## src/rtl/btn_pkg.sv

```systemverilog
// Shared constants and helpers for the push-button conditioning bank.
// Channel indices match the board's switch wiring.
package btn_pkg;

    localparam int BTN_DEBOUNCE_10MS = 500000;
    localparam int BTN_REPEAT_500MS  = 25000000;
    localparam int BTN_REPEAT_100MS  = 5000000;

    localparam int BTN_PADDLE_L  = 0;
    localparam int BTN_PADDLE_R  = 1;
    localparam int BTN_CAM_START = 2;
    localparam int BTN_AUX       = 3;

    // Counter width able to hold (largest cycle constant - 1); never below 1 bit.
    function automatic int btn_cnt_width(input int a, input int b, input int c);
        int m;
        int w;
        m = a;
        if (b > m) m = b;
        if (c > m) m = c;
        w = $clog2(m);
        if (w < 1) w = 1;
        return w;
    endfunction

endpackage

```

## src/rtl/debounce_channel.sv

```systemverilog
// One button channel: 2-flop synchroniser, stability counter, edge strobes.
// With BTN_DEBOUNCE_AUTOREPEAT_EN the counter doubles as the auto-repeat timer.
module debounce_channel
    import btn_pkg::*;
#(
    parameter int DEBOUNCE_CYCLES = BTN_DEBOUNCE_10MS,
    parameter int REPEAT_DELAY    = BTN_REPEAT_500MS,
    parameter int REPEAT_PERIOD   = BTN_REPEAT_100MS
) (
    input  logic clock,
    input  logic reset,
    input  logic i_noisy,
    output logic o_clean,
    output logic o_rise,
    output logic o_fall,
    output logic o_press
);

    localparam int CNT_W = btn_cnt_width(DEBOUNCE_CYCLES, REPEAT_DELAY, REPEAT_PERIOD);
    localparam logic [CNT_W-1:0] DB_LAST = CNT_W'(DEBOUNCE_CYCLES - 1);

    logic             r_s1;
    logic             r_s2;
    logic             r_clean;
    logic             r_rise;
    logic             r_fall;
    logic             r_press;
    logic [CNT_W-1:0] r_cnt;
    logic [CNT_W-1:0] w_cnt_cur;

`ifdef BTN_DEBOUNCE_AUTOREPEAT_EN
    localparam logic [CNT_W-1:0] DELAY_LAST  = CNT_W'(REPEAT_DELAY - 1);
    localparam logic [CNT_W-1:0] PERIOD_LAST = CNT_W'(REPEAT_PERIOD - 1);

    // r_busy marks that r_cnt holds a debounce count rather than a repeat count,
    // so a release always starts qualifying from zero.
    logic r_busy;
    logic r_phase;
    assign w_cnt_cur = r_busy ? r_cnt : '0;
`else
    assign w_cnt_cur = r_cnt;
`endif

    always_ff @(posedge clock) begin
        if (reset) begin
            r_s1    <= 1'b0;
            r_s2    <= 1'b0;
            r_clean <= 1'b0;
            r_rise  <= 1'b0;
            r_fall  <= 1'b0;
            r_press <= 1'b0;
            r_cnt   <= '0;
`ifdef BTN_DEBOUNCE_AUTOREPEAT_EN
            r_busy  <= 1'b0;
            r_phase <= 1'b0;
`endif
        end else begin
            r_s1    <= i_noisy;
            r_s2    <= r_s1;
            r_rise  <= 1'b0;
            r_fall  <= 1'b0;
            r_press <= 1'b0;
            if (r_s2 != r_clean) begin
                if (w_cnt_cur == DB_LAST) begin
                    r_clean <= r_s2;
                    r_cnt   <= '0;
                    r_rise  <= r_s2;
                    r_fall  <= ~r_s2;
                    r_press <= r_s2;
`ifdef BTN_DEBOUNCE_AUTOREPEAT_EN
                    r_busy  <= 1'b0;
                    r_phase <= 1'b0;
`endif
                end else begin
                    r_cnt <= w_cnt_cur + 1'b1;
`ifdef BTN_DEBOUNCE_AUTOREPEAT_EN
                    r_busy <= 1'b1;
`endif
                end
            end else begin
`ifdef BTN_DEBOUNCE_AUTOREPEAT_EN
                r_busy <= 1'b0;
                if (r_clean && !r_busy) begin
                    // First wait is the repeat delay, later waits the repeat period.
                    if (r_cnt == (r_phase ? PERIOD_LAST : DELAY_LAST)) begin
                        r_cnt   <= '0;
                        r_phase <= 1'b1;
                        r_press <= 1'b1;
                    end else begin
                        r_cnt <= r_cnt + 1'b1;
                    end
                end else begin
                    r_cnt <= '0;
                end
`else
                r_cnt <= '0;
`endif
            end
        end
    end

    assign o_clean = r_clean;
    assign o_rise  = r_rise;
    assign o_fall  = r_fall;
    assign o_press = r_press;

endmodule

```

## src/rtl/button_debounce_bank.sv

```systemverilog
// Multi-channel push-button conditioner; optional auto-repeat enabled by
// defining BTN_DEBOUNCE_AUTOREPEAT_EN. This level only slices buses.
module button_debounce_bank
    import btn_pkg::*;
#(
    parameter int N_CH            = 5,
    parameter int DEBOUNCE_CYCLES = BTN_DEBOUNCE_10MS,
    parameter int REPEAT_DELAY    = BTN_REPEAT_500MS,
    parameter int REPEAT_PERIOD   = BTN_REPEAT_100MS
) (
    input  logic            clock,
    input  logic            reset,
    input  logic [N_CH-1:0] noisy,
    output logic [N_CH-1:0] clean,
    output logic [N_CH-1:0] rise,
    output logic [N_CH-1:0] fall,
    output logic [N_CH-1:0] press
);

    genvar gi;
    generate
        for (gi = 0; gi < N_CH; gi++) begin : g_ch
            debounce_channel #(
                .DEBOUNCE_CYCLES (DEBOUNCE_CYCLES),
                .REPEAT_DELAY    (REPEAT_DELAY),
                .REPEAT_PERIOD   (REPEAT_PERIOD)
            ) u_ch (
                .clock   (clock),
                .reset   (reset),
                .i_noisy (noisy[gi]),
                .o_clean (clean[gi]),
                .o_rise  (rise[gi]),
                .o_fall  (fall[gi]),
                .o_press (press[gi])
            );
        end
    endgenerate

endmodule

```

## config.mk

```make
export PLATFORM = sky130hd
export DESIGN_NAME = button_debounce_bank
export DESIGN_NICKNAME = d
export VERILOG_FILES = /design/src/rtl/btn_pkg.sv /design/src/rtl/debounce_channel.sv /design/src/rtl/button_debounce_bank.sv
export SDC_FILE = /design/constraint.sdc
export NUM_CORES = 1
export LEC_CHECK = 0
export ABC_AREA = 1
export BUFFER_PORTS_ARGS = -buffer_cell sky130_fd_sc_hd__buf_2
export CAP_MARGIN = 20
export CORE_UTILIZATION = 70
export CTS_BUF_LIST = sky130_fd_sc_hd__clkbuf_4 sky130_fd_sc_hd__clkbuf_8
export CTS_CLUSTER_DIAMETER = 50
export CTS_CLUSTER_SIZE = 40
export DETAILED_ROUTE_END_ITERATION = 6
export GPL_ROUTABILITY_DRIVEN = 1
export PLACE_DENSITY_LB_ADDON = 0.1
export RECOVER_POWER = 50
export SLEW_MARGIN = 40
export SYNTH_ARGS = -nofsm -noshare
export SYNTH_HDL_FRONTEND = slang
export SYNTH_HIERARCHICAL = 1
export SYNTH_SLANG_ARGS = --single-unit
```

## constraint.sdc

```tcl
create_clock -name clock -period 3.9 [get_ports clock]
set_input_delay 0.39 -clock clock [delete_from_list [all_inputs] [get_ports clock]]
set_output_delay 0.39 -clock clock [all_outputs]
set_load 0.01 [all_outputs]
```

-- After elaboration in Yosys (flattened, before gate mapping)
Cells that the tools add are included.
- bits of input ports: 7
- output and inout bits: 20
- register bits: 150
- eq/ne operators: 10
- bitwise gates (word level): 15
- $add $sub $neg: 5
- reductions and logical operators: 15
- operators with widths (cell ; count):
    $add 25x1->25 const B ; 5
    $eq 25x19->1 const B ; 5
    $reduce_or 3->1 ; 10
    $not 1->1 ; 15
    $reduce_and 2->1 ; 5
    $ne 1x1->1 ; 5

-- Logic depth before layout (Yosys ltp)
Gate-level depths: netlist (run 1).
- word-level depth: 3
- depth in mapped cells: 9

-- Modules after synthesis
The synthesis (run 1) kept the hierarchy.
- by module, submodules not included (module ; cells each ; area each (um^2) ; seq. area each (um^2) ; times used):
    debounce_channel at g_ch[0].u_ch ... ; 245 ; 1650.3 ; 600.6 ; 3
    debounce_channel at g_ch[2].u_ch ; 235 ; 1605.3 ; 600.6 ; 1
    debounce_channel at g_ch[4].u_ch ; 232 ; 1566.5 ; 600.6 ; 1

-- Worst setup path after synthesis (run 1)
No wires, ideal clock.
- path kind: reg-to-reg
- start: register g_ch[4].u_ch.r_cnt[0]
- end: register g_ch[4].u_ch.r_cnt[15]
- arrival: 1265 ps
- path slack: 2520 ps
- cell stages (with the launch flop): 8
- data required time: 3785 ps
- path buffers: 1
- path through: dfxtp_1 ha_1 nand3_2 nor2_1 nand2_1 nand2_4 buf_6 nor2_1
- cells in the longest elaborated chain, start to end: 2
- ends and longest elaborated chain (element ; line ; RTL):
    start: declaration ; debounce_channel.sv:28 ; logic [CNT_W-1:0] r_cnt;
    start signal: assignment ; debounce_channel.sv:75 ; r_cnt <= w_cnt_cur + 1'b1;
    parallel branches: the longest is 2 deep, another holds $add 25x1->25 ; - ;
Parallel ways; which one is timed is not known.
A chain may end at the register's enable or synchronous reset.

-- Final worst setup path (run 1)
- start: register g_ch[3].u_ch.r_cnt[0]
- end: register g_ch[3].u_ch.r_cnt[20]
- cells in the longest elaborated chain, start to end: 2
- ends and longest elaborated chain (element ; line):
    start: declaration ; debounce_channel.sv:28
    start signal: assignment ; debounce_channel.sv:75
    parallel branches: the longest is 2 deep, another holds $add 25x1->25 ; -
Parallel ways; which one is timed is not known.

==> results of run 1 <==
[power groups by stage]
stage	Clock, mW	Combinational (mW)	Sequential (mW)
6_report	1.14	0.0319	1.54
5_1_grt	1.23	0.0363	1.54
4_1_cts	1.16	0.0333	1.54
3_5_place_dp	0	0.0330	1.58
3_3_place_gp	0	0.0318	1.58
2_1_floorplan	0	0.0282	1.58
[worst paths after layout]
check / endpoint / slack (ns) / from
max: g_ch[3].u_ch/r_cnt[20]$_SDFF_PP0_ / 1.66 / g_ch[3].u_ch/r_cnt[0]$_SDFF_PP0_
min: g_ch[0].u_ch/r_s1$_SDFF_PP0_ / 0.14 / noisy[0]
max reg2reg: g_ch[3].u_ch/r_cnt[20]$_SDFF_PP0_ / 1.66 / g_ch[3].u_ch/r_cnt[0]$_SDFF_PP0_
min reg2reg: g_ch[0].u_ch/r_s2$_SDFF_PP0_ / 0.41 / g_ch[0].u_ch/r_s1$_SDFF_PP0_
[cells in the mapped netlist]
| cell | number | area (um2) |
|---|---|---|
| buf_8 | 4 | 60.1 |
| nand2_2 | 13 | 81.3 |
| nor2_2 | 48 | 300 |
| ha_1 | 5 | 62.6 |
| or2_2 | 1 | 6.26 |
| nand3b_1 | 26 | 195 |
| nand3_2 | 15 | 150 |
| nor2_1 | 228 | 856 |
| nand2_4 | 8 | 90.1 |
| a21oi_2 | 19 | 166 |
| nand3_1 | 33 | 165 |
| inv_1 | 128 | 480 |
| nor3_1 | 8 | 40.0 |
| dfxtp_1 | 150 | 3000 |
| buf_6 | 5 | 56.3 |
| o21ai_1 | 2 | 10.0 |
| buf_4 | 5 | 37.5 |
| o21ai_0 | 11 | 55.1 |
| a21oi_1 | 34 | 170 |
| nand2_1 | 370 | 1390 |
| nand4_1 | 8 | 50.1 |
| or2_0 | 1 | 6.26 |
| xnor2_1 | 15 | 131 |
| o21bai_1 | 9 | 67.6 |
| xor2_1 | 28 | 245 |
| inv_2 | 5 | 18.8 |
| buf_12 | 1 | 20.0 |
| nor2_4 | 13 | 146 |
| nor3b_1 | 5 | 37.5 |
| and2_1 | 4 | 25.0 |
[cell type report]
type | instances | share of cell area, %
clock inverter | 11 | 1.19
inverter | 133 | 5.84
timing repair buffer | 26 | 1.21
multi-input combinational | 904 | 51.3
tap | 140 | 2.05
clock buffer | 21 | 3.31
sequential | 150 | 35.1
[flip-flops by register name, indices dropped and copies added (netlist names)]
name,flops
g_ch.u_ch/o_fall,5
g_ch.u_ch/o_press,5
g_ch.u_ch/o_clean,5
g_ch.u_ch/r_s2,5
g_ch.u_ch/r_s1,5
g_ch.u_ch/r_cnt,125
[cells by family after synthesis]
kind of cell	synth area share (%)
adder cells (fa/ha/maj)	0.770
AND/OR/NAND/NOR	43.6
AO/OA/AOI/OAI	5.78
flip-flops	37.0
XOR/XNOR	4.64
buffers and inverters	8.29
[metal layers]
layer	wire, um	up-vias	part of all wire (%)	GRT usage (%)
met4	285	0	1.8	9.52
met3	835	29	5.1	5.87
li1	-	3757	-	-
met1	7770	3219	48	37.4
met2	7340	183	45	47.5
met5	0	-	0	0
[stage by stage]
| step | cells | hold WS [ns] | utilization [%] |
|---|---|---|---|
| after global routing | 1385 | 0.123 | 77.2 |
| after detailed placement | 1353 | 0.399 | 74.5 |
| final | 1385 | 0.136 | 77.2 |
| after CTS | 1385 | 0.116 | 78.0 |
| after floorplan | 1202 | 0.388 | - |
| after global placement | 1353 | 0.391 | 74.5 |
[worst register-to-register path, cell delays in order (launching register included)]
cell     delay, ns
dfxtp_1       0.42
ha_1          0.24
nand3_1       0.20
nor2_1        0.25
nand2_2       0.09
nand2_1       0.78
nor2_1        0.11
[placed cells by master, fill, tap and decap left out, types with 5 or more instances in the layout]
master,count
nand3b_1,26
nand3_2,10
xor2_1,28
nor3b_1,5
o21bai_1,9
dfxtp_1,150
nand4_1,8
nand2_2,10
inv_1,128
inv_2,5
clkbuf_8,20
clkbuf_1,21
ha_1,5
xnor2_1,15
nand3_1,38
nand2_1,376
nor2_1,231
nor2_2,45
buf_2,5
o21ai_0,11
a21oi_1,34
nor2_4,13
a21oi_2,19
nand2_4,5
nor3_1,8
==> metrics.md, run 1 <==
| Metric | Value |
|---|---|
| Synth cell types | 30 |
| ANT cells | 0 |
| Initial Utilization | 73.3% |
| Clock share of power | 41.9% |
| Post-CTS resize count | 0 |
| Pin count of the biggest net entering global routing | 26 |
| Switch share | between 20% and 30% |
| Area of the multi-input gates | 4380 um2 |
| Total setup buffers inserted after CTS | 0 |
| Leakage | ~2.7 nW |
| Clk_lat worst skew | between 0.4 and 0.5 ns |
| Initial antenna violation count | 0 |
| Final Max Tran Viols | 0 |
| GR Overflow Total | 0 |
| Clk_skew | 0.00861 ns |
| Status | completed |
| CP max stage delay | 0.78 ns |
| Fraction of layout cells with a size suffix above 1 | between 10% and 20% |
| TritonCTS Sinks | 150 |
| Vias per cell | between 5 and 6 |
| Cts hold-fix bufs | 0 |
| Post-Route WL | about 16 mm |
| RSZ-0062 raised after global routing | false |
| Fillcell total | 887 |
| Worst hold path type | primary input to flip-flop |
| Net Switching | a little over 0.6 mW |
| Drt wl/cell | roughly 12 um |
| Max_cap viols | 0 |
| Flops & latches, synth | 150 |
| Placer congestion estimate | ~0.94 |
| Combinational Power Share | under 10% |
| R2R cell count | 6 |
| Startpoint Class | flip-flop |
| Core ar. | 11100 um2 |
| Arrival @ worst endpoint | 2.54 ns |
| Worst EP required | between 4 and 5 ns |
| TritonCTS buffer count | 17 |
| Sequential share of power | 56.9% |
| Final Cell Area | roughly 8500 um2 |
| Antenna-violating nets left | 0 |
| CP cell instances | ha_1 -> nand3_1 -> nor2_1 -> nand2_2 -> nand2_1 -> nor2_1 |
| Die area | roughly 12000 um2 |
| CP Buf/Inv Count | 0 |
| Final setup violation count | 0 |
| Htree depth | 4 |
| Vias in the first global route | between 6000 and 7000 |
| CTS tree | yes |
| Clock transition at path regs | ~0.08 ns |
| DIE WIDTH | roughly 110 um |
| Min cycle time layout | 2.24 ns |
| Maximum VDD drop | around 0.47 mV |
| CP Max Fanout | 25 |
| Worst-Margin Slew | ~1.1 ns |
| Synthesis-to-finish area growth | 5.25% |
| Number of cells on the critical path | 6 |
| Maximum clock rate | around 450 MHz |
| Hpwl dp | 11.9 mm |
| Overall power after layout | 2.71 mW |
| Vias | just over 7000 |
| Num ports | 27 |
| Sequential area share after synthesis | a little under two fifths |
| Register area | roughly 3000 um2 |
| Root Buffer | clkbuf_8 |
| Area after DPL | roughly 8300 um2 |
| Clock buffer depth | 2 |
| Crit end category | flip-flop |
| Ys Warns | 6 |
| Hold Crit Depth | 3 |
| Synthesized instance count | between 1000 and 1500 |
| DRC | 0 |
| Setup TNS | 0 ns |
| Cell Area, Synth | 8120 um2 |
| Most used cell, CP | nor2_1 |
| PortBufs | 26 |
| DR pass1 iterations | 6 |
| # nets final | 1244 |
| Syn_nets | roughly 1200 |
| Syn_area_per_cell | 6.76 um2 |
| Int Power | approximately 2.1 mW |
| Final Hold Viols | 0 |
| Post-route clock period utilization | a little under three fifths |
| Kind of critical path | flip-flop to flip-flop |
| Die Y | 110 um |
| Slew headroom | between 20 and 30% |
| Top Family by Delay on Critical Path | simple AND/OR/NAND/NOR gates |
| Starting DRT DRC Count | between 500 and 600 |
| First-pass GRT wire length | about 27 mm |
| PwrDens | between 300 and 400 nW/um2 |
| Setup slack after layout | 1.66 ns |
| Num rows | 38 |
| GRT Overall Usage | 28.8% |
| DP Worst Slack | approximately 2.3 ns |
| Slowest cell on the critical path | nand2_1 |
Power figures use the tool's default switching activity.
==> run 2, diff against run 1 <==
CORE_UTILIZATION = 65   (was 70)
clock period = 2.1 ns   (was 3.9 ns; I/O delays follow)
==> run 2 against run 1 <==
Against the previous run: first-iteration DRC count decreased by 10%; utilization down 5.9 points; critical path depth stayed put; register-to-register slack worse by 1.3 ns.
==> metrics.md, run 2 (synthesis gave the netlist of run 1 again) <==
| Metric | Value |
|---|---|
| Fillcell total | 1092 (+23%) |
| CTS tree | yes |
| Arrival @ worst endpoint | 2.03 ns (-0.51 ns) |
| Final setup violation count | 0 (unchanged) |
| DIE WIDTH | 114 um (+3.7%) |
| Status | completed |
| # nets final | 1249 (+0.40%) |
| Vias | 7056 (-1.8%) |
| Kind of critical path | flip-flop to flip-flop |
| GR Overflow Total | 0 (unchanged) |
| Num rows | 40 (+5.3%) |
| Root Buffer | clkbuf_8 |
| DP Worst Slack | 0.528 ns (-1.74 ns) |
| GRT Overall Usage | 26.4% (-2.3 points) |
| CP Buf/Inv Count | 0 (unchanged) |
| CP max stage delay | 0.44 ns (-0.34 ns) |
| Clk_lat worst skew | 0.45 ns (about the same) |
| Die Y | 114 um (+3.7%) |
| CP cell instances | ha_1 -> nand3_1 -> nor2_1 -> nand2_1 -> nand2_4 -> nor2_1 |
| TritonCTS buffer count | 17 (unchanged) |
| First-pass GRT wire length | 27.7 mm (+1.4%) |
| Max_cap viols | 0 (unchanged) |
| Commonest non-fill, non-tap cell in the layout | nand2_1 |
| Clk_skew | 0.00748 ns (-0.00113 ns) |
| Layout Cells excl Fill | 1417 (+2.3%) |
| Placed Cells | 1381 (+2.1%) |
| DRC | 0 (unchanged) |
| Vias in the first global route | 6403 (+1.0%) |
| RSZ-0062 raised after global routing | false |
| Pin count of the biggest net entering global routing | 26 (unchanged) |
| Slowest cell on the critical path | dfxtp_1 |
| Post-Route WL | 16.1 mm (-0.98%) |
| Min cycle time layout | 1.70 ns (-0.544 ns) |
| Slew headroom | 72.3% (+43 points) |
| Maximum VDD drop | 0.520 mV (+12%) |
| CP Max Fanout | 25 (unchanged) |
| TritonCTS Sinks | 150 (unchanged) |
| Clock buffer depth | 2 (unchanged) |
| Antenna-violating nets left | 0 (unchanged) |
| Startpoint Class | flip-flop |
| Post-CTS resize count | 0 (unchanged) |
| Starting DRT DRC Count | 486 (-10%) |
| Most frequent cells in the layout | nand2_1 (374), nor2_1 (232), dfxtp_1 (150) |
| Worst-Margin Slew | 0.416 ns (-0.639 ns) |
| Num ports | 27 (unchanged) |
| Core ar. | 12100 um2 (+9.3%) |
| Final Max Tran Viols | 0 (unchanged) |
| Setup TNS | 0 ns (unchanged) |
| Initial Utilization | 67.1% (-6.3 points) |
| Maximum clock rate | 589 MHz (+32%) |
| DR pass1 iterations | 5 (-1) |
| Hpwl dp | 11.6 mm (-3.2%) |
| Final Hold Viols | 0 (unchanged) |
| Clock transition at path regs | 0.08 ns (about the same) |
| Post-route clock period utilization | 80.8% (+23 points) |
| Worst EP required | 2.44 ns (-1.76 ns) |
| Worst hold path type | primary input to flip-flop |
| Fraction of layout cells with a size suffix above 1 | 10.5% (-1.2 points) |
| Most used cell, CP | nor2_1 |
| Vias per cell | 4.98 (-4.1%) |
| Initial antenna violation count | 0 (unchanged) |
| Setup slack after layout | 0.403 ns (-1.26 ns) |
| Drt wl/cell | 11.3 um (-3.2%) |
| ANT cells | 0 (unchanged) |
| Synthesis-to-finish area growth | 6.22% |
| Max reg flops | 125 (unchanged) |
| PwrDens | 607 nW/um2 (+92%) |
| Placer congestion estimate | 0.878 (-6.4%) |
| Leakage | 2.75 nW (+1.9%) |
| PortBufs | 26 (unchanged) |
| Htree depth | 4 (unchanged) |
| Crit end category | flip-flop |
| Die area | 12900 um2 (+7.6%) |
| Top Family by Delay on Critical Path | simple AND/OR/NAND/NOR gates |
| Biggest register | g_ch.u_ch/r_cnt |
run 2: changes by cell type in the layout (fill, tap and decap cells not counted), sizes merged:
cell and change:
dlygate4sd3 +5, bufinv +2, clkinv -2, clkinvlp -2
buf +1
run 2: worst paths after layout:
check	from	to	slack [ns]	depth (start not counted)
setup / recovery	g_ch[1].u_ch/r_cnt[0]$_SDFF_PP0_	g_ch[1].u_ch/r_cnt[22]$_SDFF_PP0_	0.40	6
hold / removal	reset	g_ch[3].u_ch/r_s1$_SDFF_PP0_	0.16	2
setup reg to reg	g_ch[1].u_ch/r_cnt[0]$_SDFF_PP0_	g_ch[1].u_ch/r_cnt[22]$_SDFF_PP0_	0.40	6
hold reg to reg	g_ch[2].u_ch/r_s1$_SDFF_PP0_	g_ch[2].u_ch/r_s2$_SDFF_PP0_	0.40	2
run 2: timing repair:
item / in CTS / in global routing
buffers inserted: 0 / 0
hold buffers: 5 / 0
endpoints found under the hold margin: 5 / 0
run 2: power by group:
group | switching (mW) | total [mW] | internal (mW)
Sequential | 0.00946 | 2.86 | 2.85
Clock | 1.03 | 2.31 | 1.28
Combinational | 0.0432 | 0.0656 | 0.0225
Total | 1.08 | 5.24 | 4.16
run 2: layout make-up:
class                           instances  area (um2)  area share (%)
Timing Repair Buffer                   31         155            1.80
Clock buffer                           22         290            3.36
Multi-Input combinational cell        904        4350            50.4
Inverter                              133         499            5.79
Clock inverter                          9         125            1.45
Tap cell                              168         210            2.44
Sequential cell                       150        3000            34.8
run 2: worst register-to-register path, stage by stage, from the launching register on:
cell	delay (ns)
dfxtp_1	0.44
ha_1	0.25
nand3_1	0.19
nor2_1	0.19
nand2_1	0.13
nand2_4	0.29
nor2_1	0.10
run 2: layer usage:
layer | track usage, % | vias up | part of all wire, %
met5 | 0 | - | 0
met4 | 7.01 | 0 | 1.2
met3 | 6.64 | 20 | 4.2
met2 | 43.7 | 132 | 45
met1 | 34.5 | 3145 | 50
li1 | - | 3759 | -
run 2: through the flow:
step / power, mW / cell area, um2 / utilization [%] / hold slack [ns]
3_3_place_gp: 2.99 / 8290 / 68.4 / 0.390
2_1_floorplan: 2.98 / 8120 / - / 0.281
3_5_place_dp: 2.99 / 8290 / 68.4 / 0.395
4_1_cts: 5.29 / 8750 / 72.3 / 0.152
6_report: 5.24 / 8630 / 71.2 / 0.158
5_1_grt: 5.43 / 8630 / 71.2 / 0.152
